--- src/rtl/acc_issue_sched_pkg.sv ---
// Shared constants and FSM encoding for the accelerator issue scheduler.
package acc_issue_sched_pkg;

  localparam int unsigned NREG       = 8;
  localparam int unsigned REG_W      = 3;
  localparam int unsigned NACC       = 2;
  localparam int unsigned ACC_SEL_W  = (NACC > 1) ? $clog2(NACC) : 1;
  localparam int unsigned STARVE_LIM = 4;
  localparam int unsigned STARVE_W   = $clog2(STARVE_LIM + 1);
  localparam int unsigned WDOG_W     = 16;

  // Accelerator slot indices
  localparam int unsigned ACC_FFT    = 0;
  localparam int unsigned ACC_CRYPTO = 1;

  // Per-accelerator FSM encoding
  localparam logic [1:0] ST_IDLE = 2'd0;
  localparam logic [1:0] ST_RUN  = 2'd1;
  localparam logic [1:0] ST_WB   = 2'd2;

endpackage

--- src/rtl/acc_issue_sched_if.sv ---
// ID-stage, accelerator handshake and write-port arbitration bundle.
interface acc_issue_sched_if;
  import acc_issue_sched_pkg::*;

  logic                 id_valid;
  logic [REG_W-1:0]     id_rs1;
  logic [REG_W-1:0]     id_rs2;
  logic [REG_W-1:0]     id_rd;
  logic                 id_is_acc;
  logic [ACC_SEL_W-1:0] id_acc_sel;
  logic                 hazard_stall;
  logic [NACC-1:0]      acc_done;
  logic                 pipe_wb_req;

  logic                 stall_id;
  logic                 flush_ex;
  logic [NACC-1:0]      acc_start;
  logic [NACC-1:0]      acc_wb_grant;
  logic [REG_W-1:0]     acc_wb_rd;
  logic                 pipe_wb_hold;
  logic [NREG-1:0]      sb_busy;
  logic                 timeout_err;

  modport master (
    output id_valid, id_rs1, id_rs2, id_rd, id_is_acc, id_acc_sel,
           hazard_stall, acc_done, pipe_wb_req,
    input  stall_id, flush_ex, acc_start, acc_wb_grant, acc_wb_rd,
           pipe_wb_hold, sb_busy, timeout_err
  );

  modport slave (
    input  id_valid, id_rs1, id_rs2, id_rd, id_is_acc, id_acc_sel,
           hazard_stall, acc_done, pipe_wb_req,
    output stall_id, flush_ex, acc_start, acc_wb_grant, acc_wb_rd,
           pipe_wb_hold, sb_busy, timeout_err
  );

endinterface

--- src/rtl/acc_issue_sched_slot_fsm.sv ---
// One accelerator slot: IDLE/RUN/WB sequencing, latched rd, starve counter.
// Optional RUN watchdog enabled by ACC_WATCHDOG_EN.
module acc_slot_fsm
  import acc_issue_sched_pkg::*;
(
  input  logic             clk,
  input  logic             rst,
  input  logic             issue_i,
  input  logic [REG_W-1:0] rd_i,
  input  logic             done_i,
  input  logic             grant_i,
  output logic [1:0]       state_o,
  output logic [REG_W-1:0] rd_o,
  output logic             starve_hit_c,
  output logic             timeout_c
);

  logic [1:0]          state_q, state_d;
  logic [REG_W-1:0]    rd_q, rd_d;
  logic [STARVE_W-1:0] starve_q, starve_d;
`ifdef ACC_WATCHDOG_EN
  logic [WDOG_W-1:0]   wdog_q, wdog_d;
`endif

  // Next-state, rd latch, starve counter and watchdog timeout
  always_comb begin
    state_d   = state_q;
    rd_d      = rd_q;
    starve_d  = starve_q;
    timeout_c = 1'b0;
`ifdef ACC_WATCHDOG_EN
    wdog_d    = (state_q == ST_RUN) ? wdog_q + WDOG_W'(1) : '0;
`endif
    case (state_q)
      ST_IDLE: begin
        if (issue_i) begin
          state_d = ST_RUN;
          rd_d    = rd_i;
        end
      end
      ST_RUN: begin
        if (done_i) begin
          state_d = ST_WB;
        end
`ifdef ACC_WATCHDOG_EN
        else if (wdog_q == '1) begin
          state_d   = ST_IDLE;
          timeout_c = 1'b1;
        end
`endif
      end
      ST_WB: begin
        if (grant_i) begin
          state_d  = ST_IDLE;
          starve_d = '0;
        end else if (starve_q < STARVE_W'(STARVE_LIM)) begin
          starve_d = starve_q + STARVE_W'(1);
        end
      end
      default: state_d = ST_IDLE;
    endcase
  end

  // Slot state registers
  always_ff @(posedge clk) begin
    if (rst) begin
      state_q  <= ST_IDLE;
      rd_q     <= '0;
      starve_q <= '0;
`ifdef ACC_WATCHDOG_EN
      wdog_q   <= '0;
`endif
    end else begin
      state_q  <= state_d;
      rd_q     <= rd_d;
      starve_q <= starve_d;
`ifdef ACC_WATCHDOG_EN
      wdog_q   <= wdog_d;
`endif
    end
  end

  assign state_o      = state_q;
  assign rd_o         = rd_q;
  assign starve_hit_c = (state_q == ST_WB) && (starve_q >= STARVE_W'(STARVE_LIM));

endmodule

--- src/rtl/acc_issue_sched.sv ---
// Accelerator issue scheduler: scoreboard stall, issue, write-port arbitration.
// Optional RUN watchdog enabled by ACC_WATCHDOG_EN (timeout_err tied 0 otherwise).
module acc_issue_sched
  import acc_issue_sched_pkg::*;
(
  input  logic              clk,
  input  logic              rst,
  acc_issue_sched_if.slave  bus
);

  logic [1:0]           slot_state [NACC];
  logic [REG_W-1:0]     slot_rd    [NACC];
  logic [NACC-1:0]      starve_hit;
  logic [NACC-1:0]      timeout;
  logic [NACC-1:0]      issue_vec;
  logic [NACC-1:0]      grant_c;
  logic                 hold_c;
  logic [REG_W-1:0]     wb_rd_c;
  logic                 sb_hit_c, struct_hit_c, stall_c, issue_c;

  logic [NREG-1:0]      sb_busy_q, sb_busy_d;
  logic [NACC-1:0]      acc_start_q, acc_start_d;
  logic [ACC_SEL_W-1:0] ptr_q, ptr_d;

  // Stall merge and issue decode
  always_comb begin
    sb_hit_c     = bus.id_valid & (sb_busy_q[bus.id_rs1] | sb_busy_q[bus.id_rs2] |
                                   sb_busy_q[bus.id_rd]);
    struct_hit_c = bus.id_valid & bus.id_is_acc & (slot_state[bus.id_acc_sel] != ST_IDLE);
    stall_c      = bus.hazard_stall | sb_hit_c | struct_hit_c;
    issue_c      = bus.id_valid & bus.id_is_acc & ~stall_c;
    for (int i = 0; i < NACC; i++) begin
      issue_vec[i] = issue_c && (bus.id_acc_sel == ACC_SEL_W'(i));
    end
  end

  // Write-port arbitration: starvation override, then pipeline, then round-robin
  always_comb begin
    logic                 found;
    logic [ACC_SEL_W-1:0] idx;
    grant_c = '0;
    hold_c  = 1'b0;
    found   = 1'b0;
    idx     = '0;
    for (int i = 0; i < NACC; i++) begin
      if (!found && starve_hit[i]) begin
        grant_c[i] = 1'b1;
        found      = 1'b1;
      end
    end
    if (found) begin
      hold_c = bus.pipe_wb_req;
    end else if (!bus.pipe_wb_req) begin
      for (int k = 0; k < NACC; k++) begin
        idx = ACC_SEL_W'((int'(ptr_q) + k) % NACC);
        if (!found && (slot_state[idx] == ST_WB)) begin
          grant_c[idx] = 1'b1;
          found        = 1'b1;
        end
      end
    end
  end

  // Scoreboard, pointer and start-pulse next state
  always_comb begin
    sb_busy_d   = sb_busy_q;
    ptr_d       = ptr_q;
    wb_rd_c     = '0;
    acc_start_d = issue_vec;
    for (int i = 0; i < NACC; i++) begin
      if (grant_c[i]) begin
        wb_rd_c = slot_rd[i];
        ptr_d   = ACC_SEL_W'((i + 1) % NACC);
      end
      if (grant_c[i] || timeout[i]) begin
        sb_busy_d[slot_rd[i]] = 1'b0;
      end
    end
    if (issue_c) begin
      sb_busy_d[bus.id_rd] = 1'b1;
    end
  end

  // Scheduler registers
  always_ff @(posedge clk) begin
    if (rst) begin
      sb_busy_q   <= '0;
      acc_start_q <= '0;
      ptr_q       <= '0;
    end else begin
      sb_busy_q   <= sb_busy_d;
      acc_start_q <= acc_start_d;
      ptr_q       <= ptr_d;
    end
  end

  for (genvar g = 0; g < NACC; g++) begin : g_slot
    acc_slot_fsm u_slot (
      .clk          (clk),
      .rst          (rst),
      .issue_i      (issue_vec[g]),
      .rd_i         (bus.id_rd),
      .done_i       (bus.acc_done[g]),
      .grant_i      (grant_c[g]),
      .state_o      (slot_state[g]),
      .rd_o         (slot_rd[g]),
      .starve_hit_c (starve_hit[g]),
      .timeout_c    (timeout[g])
    );
  end

`ifdef ACC_WATCHDOG_EN
  logic timeout_err_q, timeout_err_d;

  // Sticky watchdog error
  always_comb begin
    timeout_err_d = timeout_err_q | (|timeout);
  end

  // Watchdog error register
  always_ff @(posedge clk) begin
    if (rst) timeout_err_q <= 1'b0;
    else     timeout_err_q <= timeout_err_d;
  end

  assign bus.timeout_err = timeout_err_q;
`else
  assign bus.timeout_err = 1'b0;
`endif

  assign bus.stall_id     = stall_c;
  assign bus.flush_ex     = stall_c;
  assign bus.acc_start    = acc_start_q;
  assign bus.acc_wb_grant = grant_c;
  assign bus.acc_wb_rd    = wb_rd_c;
  assign bus.pipe_wb_hold = hold_c;
  assign bus.sb_busy      = sb_busy_q;

endmodule

--- src/flat_wrapper.sv ---
// flat-port wrapper written by rule: the top's interface ports become plain ports
module acc_issue_sched_flat import acc_issue_sched_pkg::*;
  (clk, rst, bus_id_valid, bus_id_rs1, bus_id_rs2, bus_id_rd, bus_id_is_acc, bus_id_acc_sel, bus_hazard_stall, bus_acc_done, bus_pipe_wb_req, bus_stall_id, bus_flush_ex, bus_acc_start, bus_acc_wb_grant, bus_acc_wb_rd, bus_pipe_wb_hold, bus_sb_busy, bus_timeout_err);
  acc_issue_sched_if bus_i ();
  input  logic clk;
  input  logic rst;
  input wire logic [$bits(bus_i.id_valid)-1:0] bus_id_valid;
  input wire logic [$bits(bus_i.id_rs1)-1:0] bus_id_rs1;
  input wire logic [$bits(bus_i.id_rs2)-1:0] bus_id_rs2;
  input wire logic [$bits(bus_i.id_rd)-1:0] bus_id_rd;
  input wire logic [$bits(bus_i.id_is_acc)-1:0] bus_id_is_acc;
  input wire logic [$bits(bus_i.id_acc_sel)-1:0] bus_id_acc_sel;
  input wire logic [$bits(bus_i.hazard_stall)-1:0] bus_hazard_stall;
  input wire logic [$bits(bus_i.acc_done)-1:0] bus_acc_done;
  input wire logic [$bits(bus_i.pipe_wb_req)-1:0] bus_pipe_wb_req;
  output wire logic [$bits(bus_i.stall_id)-1:0] bus_stall_id;
  output wire logic [$bits(bus_i.flush_ex)-1:0] bus_flush_ex;
  output wire logic [$bits(bus_i.acc_start)-1:0] bus_acc_start;
  output wire logic [$bits(bus_i.acc_wb_grant)-1:0] bus_acc_wb_grant;
  output wire logic [$bits(bus_i.acc_wb_rd)-1:0] bus_acc_wb_rd;
  output wire logic [$bits(bus_i.pipe_wb_hold)-1:0] bus_pipe_wb_hold;
  output wire logic [$bits(bus_i.sb_busy)-1:0] bus_sb_busy;
  output wire logic [$bits(bus_i.timeout_err)-1:0] bus_timeout_err;
  assign bus_i.id_valid = bus_id_valid;
  assign bus_i.id_rs1 = bus_id_rs1;
  assign bus_i.id_rs2 = bus_id_rs2;
  assign bus_i.id_rd = bus_id_rd;
  assign bus_i.id_is_acc = bus_id_is_acc;
  assign bus_i.id_acc_sel = bus_id_acc_sel;
  assign bus_i.hazard_stall = bus_hazard_stall;
  assign bus_i.acc_done = bus_acc_done;
  assign bus_i.pipe_wb_req = bus_pipe_wb_req;
  assign bus_stall_id = bus_i.stall_id;
  assign bus_flush_ex = bus_i.flush_ex;
  assign bus_acc_start = bus_i.acc_start;
  assign bus_acc_wb_grant = bus_i.acc_wb_grant;
  assign bus_acc_wb_rd = bus_i.acc_wb_rd;
  assign bus_pipe_wb_hold = bus_i.pipe_wb_hold;
  assign bus_sb_busy = bus_i.sb_busy;
  assign bus_timeout_err = bus_i.timeout_err;
  acc_issue_sched u_core (.clk(clk), .rst(rst), .bus(bus_i));
endmodule
--- config.mk ---
export PLATFORM = sky130hd
export DESIGN_NAME = acc_issue_sched_flat
export DESIGN_NICKNAME = d
export VERILOG_FILES = /design/src/rtl/acc_issue_sched_pkg.sv /design/src/rtl/acc_issue_sched_if.sv /design/src/rtl/acc_issue_sched_slot_fsm.sv /design/src/rtl/acc_issue_sched.sv /design/src/flat_wrapper.sv
export SDC_FILE = /design/constraint.sdc
export NUM_CORES = 1
export LEC_CHECK = 0
export CAP_MARGIN = 20
export CORE_MARGIN = 2
export CORE_UTILIZATION = 42
export CTS_BUF_LIST = sky130_fd_sc_hd__clkbuf_8
export DETAILED_ROUTE_END_ITERATION = 10
export PLACE_DENSITY = 0.69
export SETUP_SLACK_MARGIN = 0.02
export SLEW_MARGIN = 20
export SYNTH_ARGS = -nofsm -noshare
export SYNTH_HDL_FRONTEND = slang
export SYNTH_SLANG_ARGS = --single-unit
--- constraint.sdc ---
create_clock -name clk -period 2.11 [get_ports clk]
set_input_delay 0.211 -clock clk [delete_from_list [all_inputs] [get_ports clk]]
set_output_delay 0.211 -clock clk [all_outputs]
set_load 0.05 [all_outputs]
==> impl_metrics.ini, run 1 <==
[setup_path]
cp_max_fo = 5
setup_cp_type = flop to primary output
timing.critical_path.required_ps = 1900
reg2reg_from = u_core.bus.sb_busy[4]$_SDFF_PP0_
arrival_ps = 2350
reg2reg_depth = 7
setup.worst_path.start = u_core.bus.sb_busy[4]$_SDFF_PP0_
setup.worst_path.start_class = flop
crit_path_end_kind = primary output

[sta]
timing.max_slew.rel_slack_pct = 66.4
setup_viol = 6
final.period_utilization_pct = 121
min_period_ps = 2560
setup_repair_after_global_routing_missed_its_margin = yes
finalHoldViolCount = 0
final_max_slew_viol_count = 0
hold-worst-slack_ps = 477
post-route-worst-setup-slack_ps = -449
tightestPinTransition_ps = 503
timing.clock.skew_ps = 5.39
clock.fmax_ghz = 0.391

[final_layout]
post-route-cell-area_um2 = 2260
syn2layout_area_growth_pct = 46.0
post-route-util_pct = 62.6
fillerInstances = 314
insertedDiodeCount = 0
post_route_cells_drive_above_1_share_pct = 32.0
fin_nets = 243

[run]
timing.max_cap.violations = 0

[clocking]
cts_inserted_buffers = 3
cts_hold_repair.buffers = 0
cts_max_level = 1
tritoncts_clock_tree = built
clock_insertion_delay_worst_skew_ps = 270
numClockSinks = 27
clk_pin_slew_ps = 80
clock-root-buffer = sky130_fd_sc_hd__clkbuf_8
cts.path.max_buffers = 2

[power_and_ir_drop]
worst_ir_drop_vdd_uv = 227
power.leakage_nw = 0.854
cell_internal_pwr_mw = 0.721
share_seq_of_total_power_pct = 53.6
power_density_nw_per_um2 = 427
power_switching_share_pct = 25.2
portion_of_total_power_attributed_to_combinational_logic_pct = 16.8
net-switching-power_mw = 0.242
power.share.clock_pct = 29.6

[yosys]
syn_nets = 191
synth_top_cell_area_share_pct = 35.0
flop_and_latch_count_out_of_synthesis = 27
synthesis.yosys.warnings = 0
postSynthAreaPerCell_um2 = 9.04
yosys.area.top_type = sky130_fd_sc_hd__dfxtp_1
yosys-top-cells-area = sky130_fd_sc_hd__dfxtp_1 35%, sky130_fd_sc_hd__mux4_2 8.7%, sky130_fd_sc_hd__nor2_1 4.6%
syn_area_um2 = 1550
synth.yosys.seq_area_share_pct = 35.0
netlist_instances = 171
synthDistinctLibCells = 42

[detailed_routing]
detailroute.via_count = 1531
post_drt_via_cell_ratio = 5.67
final_antenna_net_count = 0
number_of_remaining_drc_errors = 0
wl_per_cell_um = 15.5
drtPass1Iterations = 4
iter_0_drt_violations = 97
wl_um = 4180

[grt]
grt_antenna_before_repair = 0
wire_length_of_the_first_global_routing_pass_um = 7000
number_of_global_route_vias_before_repair = 1509
globalRouteOverflowTotal = 0
largest_net_degree_at_the_start_of_global_routing = 19
gr_usage_total_pct = 21.3

[hold_path]
min_path_type = flop to flop
hold_path.startpoint = u_core.g_slot[1].u_slot.starve_q[1]$_SDFFE_PP0P_
whs_path_depth = 2

[placed_design]
dp_worst_setup_slack_ps = -703
portBuffers = 35
dpl-instance-area_um2 = 2120
finalWeightedCongestion = 0.909
dp.final_hpwl_um = 3250

[floorplan]
die_width_um = 64.7
boundaryPins = 37
die-area_um2 = 4180
floorplan.core_area_um2 = 3610
floorplan.initialDensity_pct = 42.9
fp.dieH_um = 64.7
placementRows = 22

[status]
outcome = finished, violations left
failing_checks = setup timing
## power groups by stage
| stage | clock network, mW | logic, mW | registers [mW] |
|---|---|---|---|
| floorplan | 0 | 0.0793 | 0.532 |
| global placement | 0 | 0.149 | 0.527 |
| detailed placement | 0 | 0.153 | 0.528 |
| CTS | 0.296 | 0.159 | 0.516 |
| global route | 0.325 | 0.172 | 0.517 |
| finish | 0.285 | 0.162 | 0.516 |
## flip-flops by register name, indices dropped and copies added (netlist names)
name                           cells
u_core.bus.sb_busy                 8
u_core.g_slot.u_slot.rd_o          6
u_core.g_slot.u_slot.starve_q      6
u_core.g_slot.u_slot.state_o       4
u_core.bus.acc_start               2
u_core.ptr_q                       1
## stage by stage
stage               total power [mW]  std cells  setup TNS, ps
detailed placement             0.681        262          -8740
finish                         0.963        270          -1640
CTS                            0.970        270          -1680
global placement               0.676        262          -7690
floorplan                      0.611        171           -792
global route                    1.01        270          -2090
## layout by cell type (no fill, tap or decap), drive strengths merged, types with 3 or more instances in the layout
cell type	synthesis	routed
a21oi	6	6
buf	5	32
o2111ai	4	4
nor2b	3	3
mux2	3	3
nand3	4	4
nor3	6	6
o22ai	8	8
nand2	11	11
dfxtp	27	27
clkdlybuf4s50	0	23
nand3b	4	4
o21ai	5	5
clkbuf	7	3
dlygate4sd2	0	4
or4	3	3
o311ai	3	3
or2	3	3
nor2	19	19
mux2i	7	7
inv	5	5
nand2b	9	9
mux4	6	6
a22oi	3	3
## final cells by class
cell class                 instances  area (µm²)  area share, %
inverter                           5        18.8          0.831
sequential                        27         572           25.3
tap                               48        60.1           2.66
clock buffer                       3        41.3           1.83
clock inverter                     1        5.00          0.222
timing repair buffer              59         574           25.4
multi-input combinational        127         986           43.7
## cell usage after synthesis, drive strengths merged
master / count
o2111ai: 4
o21bai: 1
o22ai: 8
nor4: 1
nand2: 11
nand2b: 9
o21ai: 5
a21oi: 6
a221o: 1
o22a: 1
a31oi: 1
mux2: 3
or4: 3
conb: 1
nor3: 6
nand4b: 1
ha: 2
nor2: 19
mux2i: 7
nand3b: 4
inv: 5
dfxtp: 27
a211oi: 2
nand3: 4
nor2b: 3
o211ai: 1
nor3b: 1
o311ai: 3
or4b: 2
and2: 2
mux4: 6
or3: 1
or2: 3
clkbuf: 7
a22oi: 3
a22o: 2
buf: 5
## worst paths after layout
| kind | endpoint | slack (ps) |
|---|---|---|
| worst max-delay path | bus_flush_ex | -450 |
| worst min register to register | u_core.g_slot[1].u_slot.starve_q[1]$_SDFFE_PP0P_ | 480 |
| worst min-delay path | u_core.g_slot[1].u_slot.starve_q[1]$_SDFFE_PP0P_ | 480 |
| worst max register to register | u_core.g_slot[0].u_slot.state_o[0]$_SDFFE_PP0P_ | -410 |
## timing repair
item / in CTS / in global routing
gates cloned: 0 / 0
setup buffers: 4 / 0
setup endpoints to repair: 20 / 18
resized for setup: 13 / 7
pin swaps: 2 / 2
## critical path: stages (launching register included)
cell	delay [ps]
sky130_fd_sc_hd__dfxtp_4	370
sky130_fd_sc_hd__mux4_2	460
sky130_fd_sc_hd__mux2_4	290
sky130_fd_sc_hd__or3_4	400
sky130_fd_sc_hd__a221o_4	410
sky130_fd_sc_hd__buf_6	160
## per-layer routing
layer  up-vias  track usage (%)  part of all wire [%]
met5         -                0                     0
met4         0             5.85                   1.2
met3         7             3.13                   6.4
met2        55             37.8                    51
met1       729             27.1                    42
li1        740                -                     -
## cell families (layout without fill, tap and decap cells)
logic type	after synthesis	in the layout	share of synthesized area, %
AND/OR/NAND/NOR	70	70	24.9
AO/OA/AOI/OAI	38	38	17.2
flip-flops	27	27	35.0
buffers and inverters	17	68	5.58
multiplexers	16	16	15.5
adder cells (fa/ha/maj)	2	2	1.62
other	1	1	0.242
(Power assumes the default switching activity.)
==> run 2: changes to the inputs <==
--- a/config.mk
+++ b/config.mk
@@ -9,6 +9,7 @@
 export CORE_MARGIN = 2
 export CORE_UTILIZATION = 42
 export CTS_BUF_LIST = sky130_fd_sc_hd__clkbuf_8
+export CTS_CLUSTER_DIAMETER = 120
 export DETAILED_ROUTE_END_ITERATION = 10
 export PLACE_DENSITY = 0.69
 export SETUP_SLACK_MARGIN = 0.02
@@ -16,3 +17,4 @@
 export SYNTH_ARGS = -nofsm -noshare
 export SYNTH_HDL_FRONTEND = slang
 export SYNTH_SLANG_ARGS = --single-unit
+export TNS_END_PERCENT = 10
==> run 2 against run 1 <==
Final cell count is 1.1% lower. Clock power is 6% higher. The flow still finishes with violations (setup timing). Critical endpoint unchanged. Non-clock buffer count is 3 lower. Count of clock-buffer cells in the layout stayed put. Largest power group unchanged. Sequential cell count stayed put. Critical path depth stayed put.
==> impl_metrics.ini, run 2 (synthesis gave the netlist of run 1 again) <==
[setup_path]
cp_slowest_cell = sky130_fd_sc_hd__mux4_2
setup.worst_path.start = u_core.bus.sb_busy[4]$_SDFF_PP0_
reg2reg_from = u_core.bus.sb_busy[4]$_SDFF_PP0_
cp_max_fo = 5
arrival_ps = 2350
timing.critical_path.slowest_cell_delay_ps = 450
timing.critical_path.required_ps = 1900
setup.worst_path.start_class = flop
path_cells = mux4_2 > mux2_4 > or3_4 > a221o_4 > buf_6
cp_num_buf_inv = 1
setup_cp_type = flop to primary output
critical-path-top-delay-family = multiplexers
crit_path_end_kind = primary output

[clocking]
cts_inserted_buffers = 3
tritoncts_clock_tree = built
cts.path.max_buffers = 2
cts_max_level = 1
clock_insertion_delay_worst_skew_ps = 280
cts_hold_repair.buffers = 0
clock-root-buffer = sky130_fd_sc_hd__clkbuf_8
clk_pin_slew_ps = 100
numClockSinks = 27

[power_and_ir_drop]
worst_ir_drop_vdd_uv = 232
net-switching-power_mw = 0.258
power.share.clock_pct = 31.0
power_switching_share_pct = 26.3
power_density_nw_per_um2 = 442
power.total_mw = 0.978
portion_of_total_power_attributed_to_combinational_logic_pct = 16.3
cell_internal_pwr_mw = 0.721
power.leakage_nw = 0.833
share_seq_of_total_power_pct = 52.7

[sta]
final.period_utilization_pct = 121
hold-worst-slack_ps = 480
setup_repair_after_global_routing_missed_its_margin = yes
clock.fmax_ghz = 0.391
timing.max_slew.rel_slack_pct = 66.4
final_max_slew_viol_count = 0
post-route-worst-setup-slack_ps = -449
timing.clock.skew_ps = 6.97
setup_total_negative_slack_ps = -1370
finalHoldViolCount = 0
setup_viol = 7
tightestPinTransition_ps = 503
min_period_ps = 2560

[final_layout]
syn2layout_area_growth_pct = 43.2
layout.cells.most_common = sky130_fd_sc_hd__clkdlybuf4s50_1
post-route-util_pct = 61.4
max_reg_flops = 8
register_area_um2 = 571
post_route_cells_drive_above_1_share_pct = 29.7
fin_nets = 240
mostFrequentLayoutCells = 23 x sky130_fd_sc_hd__clkdlybuf4s50_1, 22 x sky130_fd_sc_hd__buf_4, 19 x sky130_fd_sc_hd__nor2_1, 19 x sky130_fd_sc_hd__dfxtp_1, 11 x sky130_fd_sc_hd__nand2_1
multiInputGateArea_um2 = 978
insertedDiodeCount = 0
fillerInstances = 331
post-route-cell-area_um2 = 2210

[placed_design]
finalWeightedCongestion = 0.891
dpl-instance-area_um2 = 2080
portBuffers = 35
dp.final_hpwl_um = 3300

[detailed_routing]
final_antenna_net_count = 0
iter_0_drt_violations = 76
detailroute.via_count = 1539
drtPass1Iterations = 5
post_drt_via_cell_ratio = 5.76
wl_per_cell_um = 16.6
wl_um = 4430
number_of_remaining_drc_errors = 0

[floorplan]
placementRows = 22
floorplan.core_area_um2 = 3610
boundaryPins = 37
die_width_um = 64.7
floorplan.initialDensity_pct = 42.9
die-area_um2 = 4180
fp.dieH_um = 64.7

[run]
timing.max_cap.violations = 0

[grt]
largest_net_degree_at_the_start_of_global_routing = 17
grt_antenna_before_repair = 0
globalRouteOverflowTotal = 0
number_of_global_route_vias_before_repair = 1605
gr_usage_total_pct = 23.1
wire_length_of_the_first_global_routing_pass_um = 7530

[status]
failing_checks = setup timing
outcome = finished, violations left

[hold_path]
min_path_type = flop to flop
hold_path.startpoint = u_core.g_slot[1].u_slot.starve_q[1]$_SDFFE_PP0P_
run 2: cell count changes in the layout (fill, tap and decap cells not counted), sizes merged:
| cell | change |
|---|---|
| buf | -3 |
| clkinv | -1 |
| inv | +1 |
run 2: layout make-up:
type | instances | share of cell area (%)
timing repair buffer | 56 | 24.4
inverter | 5 | 0.847
tap | 48 | 2.71
clock inverter | 1 | 0.282
clock buffer | 3 | 1.86
multi-input combinational | 127 | 44.2
sequential | 27 | 25.8
run 2: final timing paths:
kind                                                      end  slack, ps  cells after the start
max reg2reg   u_core.g_slot[0].u_slot.state_o[0]$_SDFFE_PP0P_       -250                      6
max                                              bus_flush_ex       -450                      5
min reg2reg  u_core.g_slot[1].u_slot.starve_q[1]$_SDFFE_PP0P_        480                      2
min          u_core.g_slot[1].u_slot.starve_q[1]$_SDFFE_PP0P_        480                      2
run 2: worst reg2reg max path: cells and delay by family (launching register included):
| family | cells | cell delay (ps) |
|---|---|---|
| AND/OR/NAND/NOR | 2 | 830 |
| flip-flops | 1 | 370 |
| buffers and inverters | 1 | 150 |
| multiplexers | 2 | 730 |
| AO/OA/AOI/OAI | 1 | 210 |
run 2: power by group through the flow:
stage / combinational, mW / clock (mW) / sequential [mW]
2_1_floorplan: 0.0789 / 0 / 0.532
3_3_place_gp: 0.146 / 0 / 0.527
3_5_place_dp: 0.151 / 0 / 0.527
4_1_cts: 0.156 / 0.312 / 0.515
5_1_grt: 0.169 / 0.344 / 0.517
6_report: 0.159 / 0.303 / 0.516
run 2: stage by stage:
stage,setup slack (ps),cells
6_report,-449,267
5_1_grt,-498,267
2_1_floorplan,-321,171
3_3_place_gp,-666,259
4_1_cts,-450,267
3_5_place_dp,-729,259
run 2: layer usage:
layer / part of all wire, % / global-route usage, %
met1: 41 / 27.3
met2: 53 / 41.9
met3: 4.0 / 3.30
met4: 1.7 / 9.04
met5: 0 / 0
run 2: what timing repair did:
action | 4_1_cts | 5_1_grt
pin swaps | 1 | 2
resized for setup | 13 | 7
setup endpoints to repair | 20 | 21
setup buffers | 4 | 0
==> run 3: changes to the inputs <==
--- a/config.mk
+++ b/config.mk
@@ -11,7 +11,7 @@
 export CTS_BUF_LIST = sky130_fd_sc_hd__clkbuf_8
 export CTS_CLUSTER_DIAMETER = 120
 export DETAILED_ROUTE_END_ITERATION = 10
-export PLACE_DENSITY = 0.69
+export PLACE_DENSITY = 0.66
 export SETUP_SLACK_MARGIN = 0.02
 export SLEW_MARGIN = 20
 export SYNTH_ARGS = -nofsm -noshare
==> constraint.sdc (replaced) <==
create_clock -name clk -period 2.64 [get_ports clk]
set_input_delay 0.264 -clock clk [delete_from_list [all_inputs] [get_ports clk]]
set_output_delay 0.264 -clock clk [all_outputs]
set_load 0.05 [all_outputs]
==> run 3 against run 2 <==
The run now ends clean. Final cell count shrank 4.1%. Count of clock-buffer cells in the layout stayed put. Design area down 8.6%. Sequential share of layout area is 1.4 points higher. Clock skew decreased by 5.7 ps. Largest cell class unchanged.
==> impl_metrics.ini, run 3 (synthesis gave the netlist of run 1 again) <==
[status]
outcome = completed

[final_layout]
post_route_cells_drive_above_1_share_pct = 23.1
max_reg_flops = 8
layout.cells.most_common = sky130_fd_sc_hd__clkdlybuf4s50_1
fin_nets = 229
insertedDiodeCount = 0
mostFrequentLayoutCells = 24 x sky130_fd_sc_hd__clkdlybuf4s50_1, 19 x sky130_fd_sc_hd__nor2_1, 19 x sky130_fd_sc_hd__dfxtp_1, 14 x sky130_fd_sc_hd__buf_4, 11 x sky130_fd_sc_hd__nand2_1
syn2layout_area_growth_pct = 30.8

[detailed_routing]
detailroute.via_count = 1459
drtPass1Iterations = 4
post_drt_via_cell_ratio = 5.70
iter_0_drt_violations = 68
number_of_remaining_drc_errors = 0
wl_um = 3970
final_antenna_net_count = 0
wl_per_cell_um = 15.5

[grt]
largest_net_degree_at_the_start_of_global_routing = 16
met2_demand_to_capacity_share_in_global_routing_pct = 35.8
globalRouteOverflowTotal = 0
gr_usage_total_pct = 21.2
wire_length_of_the_first_global_routing_pass_um = 6800
globalRouteMet3Util_pct = 3.99
grt_antenna_before_repair = 0
grt_busiest_layer = met2
number_of_global_route_vias_before_repair = 1459
grt_util_met1_pct = 26.4

[sta]
setup_viol = 0
timing.max_slew.rel_slack_pct = 65.8
setup_repair_after_global_routing_missed_its_margin = yes
tightestPinTransition_ps = 511
final_max_slew_viol_count = 0
post-route-worst-setup-slack_ps = 42.6
min_period_ps = 2600
finalHoldViolCount = 0
setup_total_negative_slack_ps = 0
final.period_utilization_pct = 98.4
clock.fmax_ghz = 0.385
timing.clock.skew_ps = 1.29

[power_and_ir_drop]
power.total_mw = 0.775
power.share.clock_pct = 31.2
share_seq_of_total_power_pct = 54.2
power_density_nw_per_um2 = 383
cell_internal_pwr_mw = 0.574
net-switching-power_mw = 0.201
power.leakage_nw = 0.745
portion_of_total_power_attributed_to_combinational_logic_pct = 14.6
worst_ir_drop_vdd_uv = 268
power_switching_share_pct = 26.0

[setup_path]
arrival_ps = 2330
setup_cp_type = flop to primary output
timing.critical_path.required_ps = 2380
setup.worst_path.start_class = flop
cp_max_fo = 5
crit_path_end_kind = primary output

[placed_design]
dp.final_hpwl_um = 3090
portBuffers = 35
finalWeightedCongestion = 0.848
dp_worst_setup_slack_ps = -257

[floorplan]
die_width_um = 64.7
placementRows = 22
die-area_um2 = 4180
boundaryPins = 37
floorplan.initialDensity_pct = 42.9
floorplan.core_area_um2 = 3610
fp.dieH_um = 64.7

[clocking]
numClockSinks = 27
cts.path.max_buffers = 2
clock_insertion_delay_worst_skew_ps = 280
clk_pin_slew_ps = 90
cts_max_level = 1
tritoncts_clock_tree = built
cts_inserted_buffers = 3
clock-root-buffer = sky130_fd_sc_hd__clkbuf_8

[run]
timing.max_cap.violations = 0

[hold_path]
min_path_type = flop to flop
==> run 3: changes by cell type in the layout (fill, tap and decap cells not counted), moves of 2 or more <==
cell                      delta
sky130_fd_sc_hd__buf_4       -8
sky130_fd_sc_hd__dfxtp_2     +8
sky130_fd_sc_hd__dfxtp_4     -8
sky130_fd_sc_hd__mux2_2      +3
sky130_fd_sc_hd__mux2_4      -3
sky130_fd_sc_hd__buf_12      -2
sky130_fd_sc_hd__nor3_1      +2
sky130_fd_sc_hd__nor3_2      -2
==> run 3: through the flow <==
stage | instance area (µm²) | util (%) | std cells | hold WS (ps)
3_5_place_dp | 1970 | 54.6 | 252 | 463
5_1_grt | 2020 | 56.1 | 256 | 491
3_3_place_gp | 1970 | 54.6 | 252 | 446
6_report | 2020 | 56.1 | 256 | 475
4_1_cts | 2020 | 56.0 | 256 | 476
2_1_floorplan | 1560 | - | 171 | 403
==> run 3: area by class of cell <==
type	instances	area, µm²
Clock buffer	3	41.3
Clock inverter	1	5.00
Fill cell	337	1580
Inverter	5	18.8
Multi-Input combinational cell	127	925
Sequential cell	27	551
Tap cell	48	60.1
Timing Repair Buffer	45	423
==> run 3: final timing paths <==
check	slack, ps	cells after the start	end	start
setup reg to reg	350	5	u_core.g_slot[0].u_slot.state_o[0]$_SDFFE_PP0P_	u_core.bus.sb_busy[5]$_SDFF_PP0_
setup / recovery	40	5	bus_stall_id	u_core.bus.sb_busy[5]$_SDFF_PP0_
hold reg to reg	480	2	u_core.g_slot[1].u_slot.starve_q[1]$_SDFFE_PP0P_	u_core.g_slot[1].u_slot.starve_q[1]$_SDFFE_PP0P_
hold / removal	480	2	u_core.g_slot[1].u_slot.starve_q[1]$_SDFFE_PP0P_	u_core.g_slot[1].u_slot.starve_q[1]$_SDFFE_PP0P_
==> run 3: power groups by stage <==
stage               sequential (mW)  combinational, mW  clock [mW]
detailed placement            0.429              0.113           0
CTS                           0.420              0.113       0.247
global placement              0.429              0.111           0
finish                        0.420              0.113       0.241
floorplan                     0.432             0.0593           0
global route                  0.421              0.122       0.271
==> run 3: routing by layer <==
| layer | wire length [µm] | vias to the layer above |
|---|---|---|
| li1 | - | 703 |
| met1 | 1690 | 699 |
| met2 | 1980 | 51 |
| met3 | 220 | 6 |
| met4 | 72 | 0 |
| met5 | 0 | - |
==> run 3: worst max-delay path, stage by stage, from the launching register on <==
cell	delay [ps]
sky130_fd_sc_hd__dfxtp_2	350
sky130_fd_sc_hd__mux4_2	460
sky130_fd_sc_hd__mux2_2	290
sky130_fd_sc_hd__or3_4	410
sky130_fd_sc_hd__a221o_2	390
sky130_fd_sc_hd__buf_6	160
==> run 3: repair_timing <==
action / 4_1_cts / 5_1_grt
pin swaps: 1 / 0
endpoints found under the setup margin: 2 / 5
hold endpoints to repair: 0 / 0
setup buffers: 0 / 0
cloned: 0 / 0
gates resized for setup: 6 / 1
hold buffers: 0 / 0
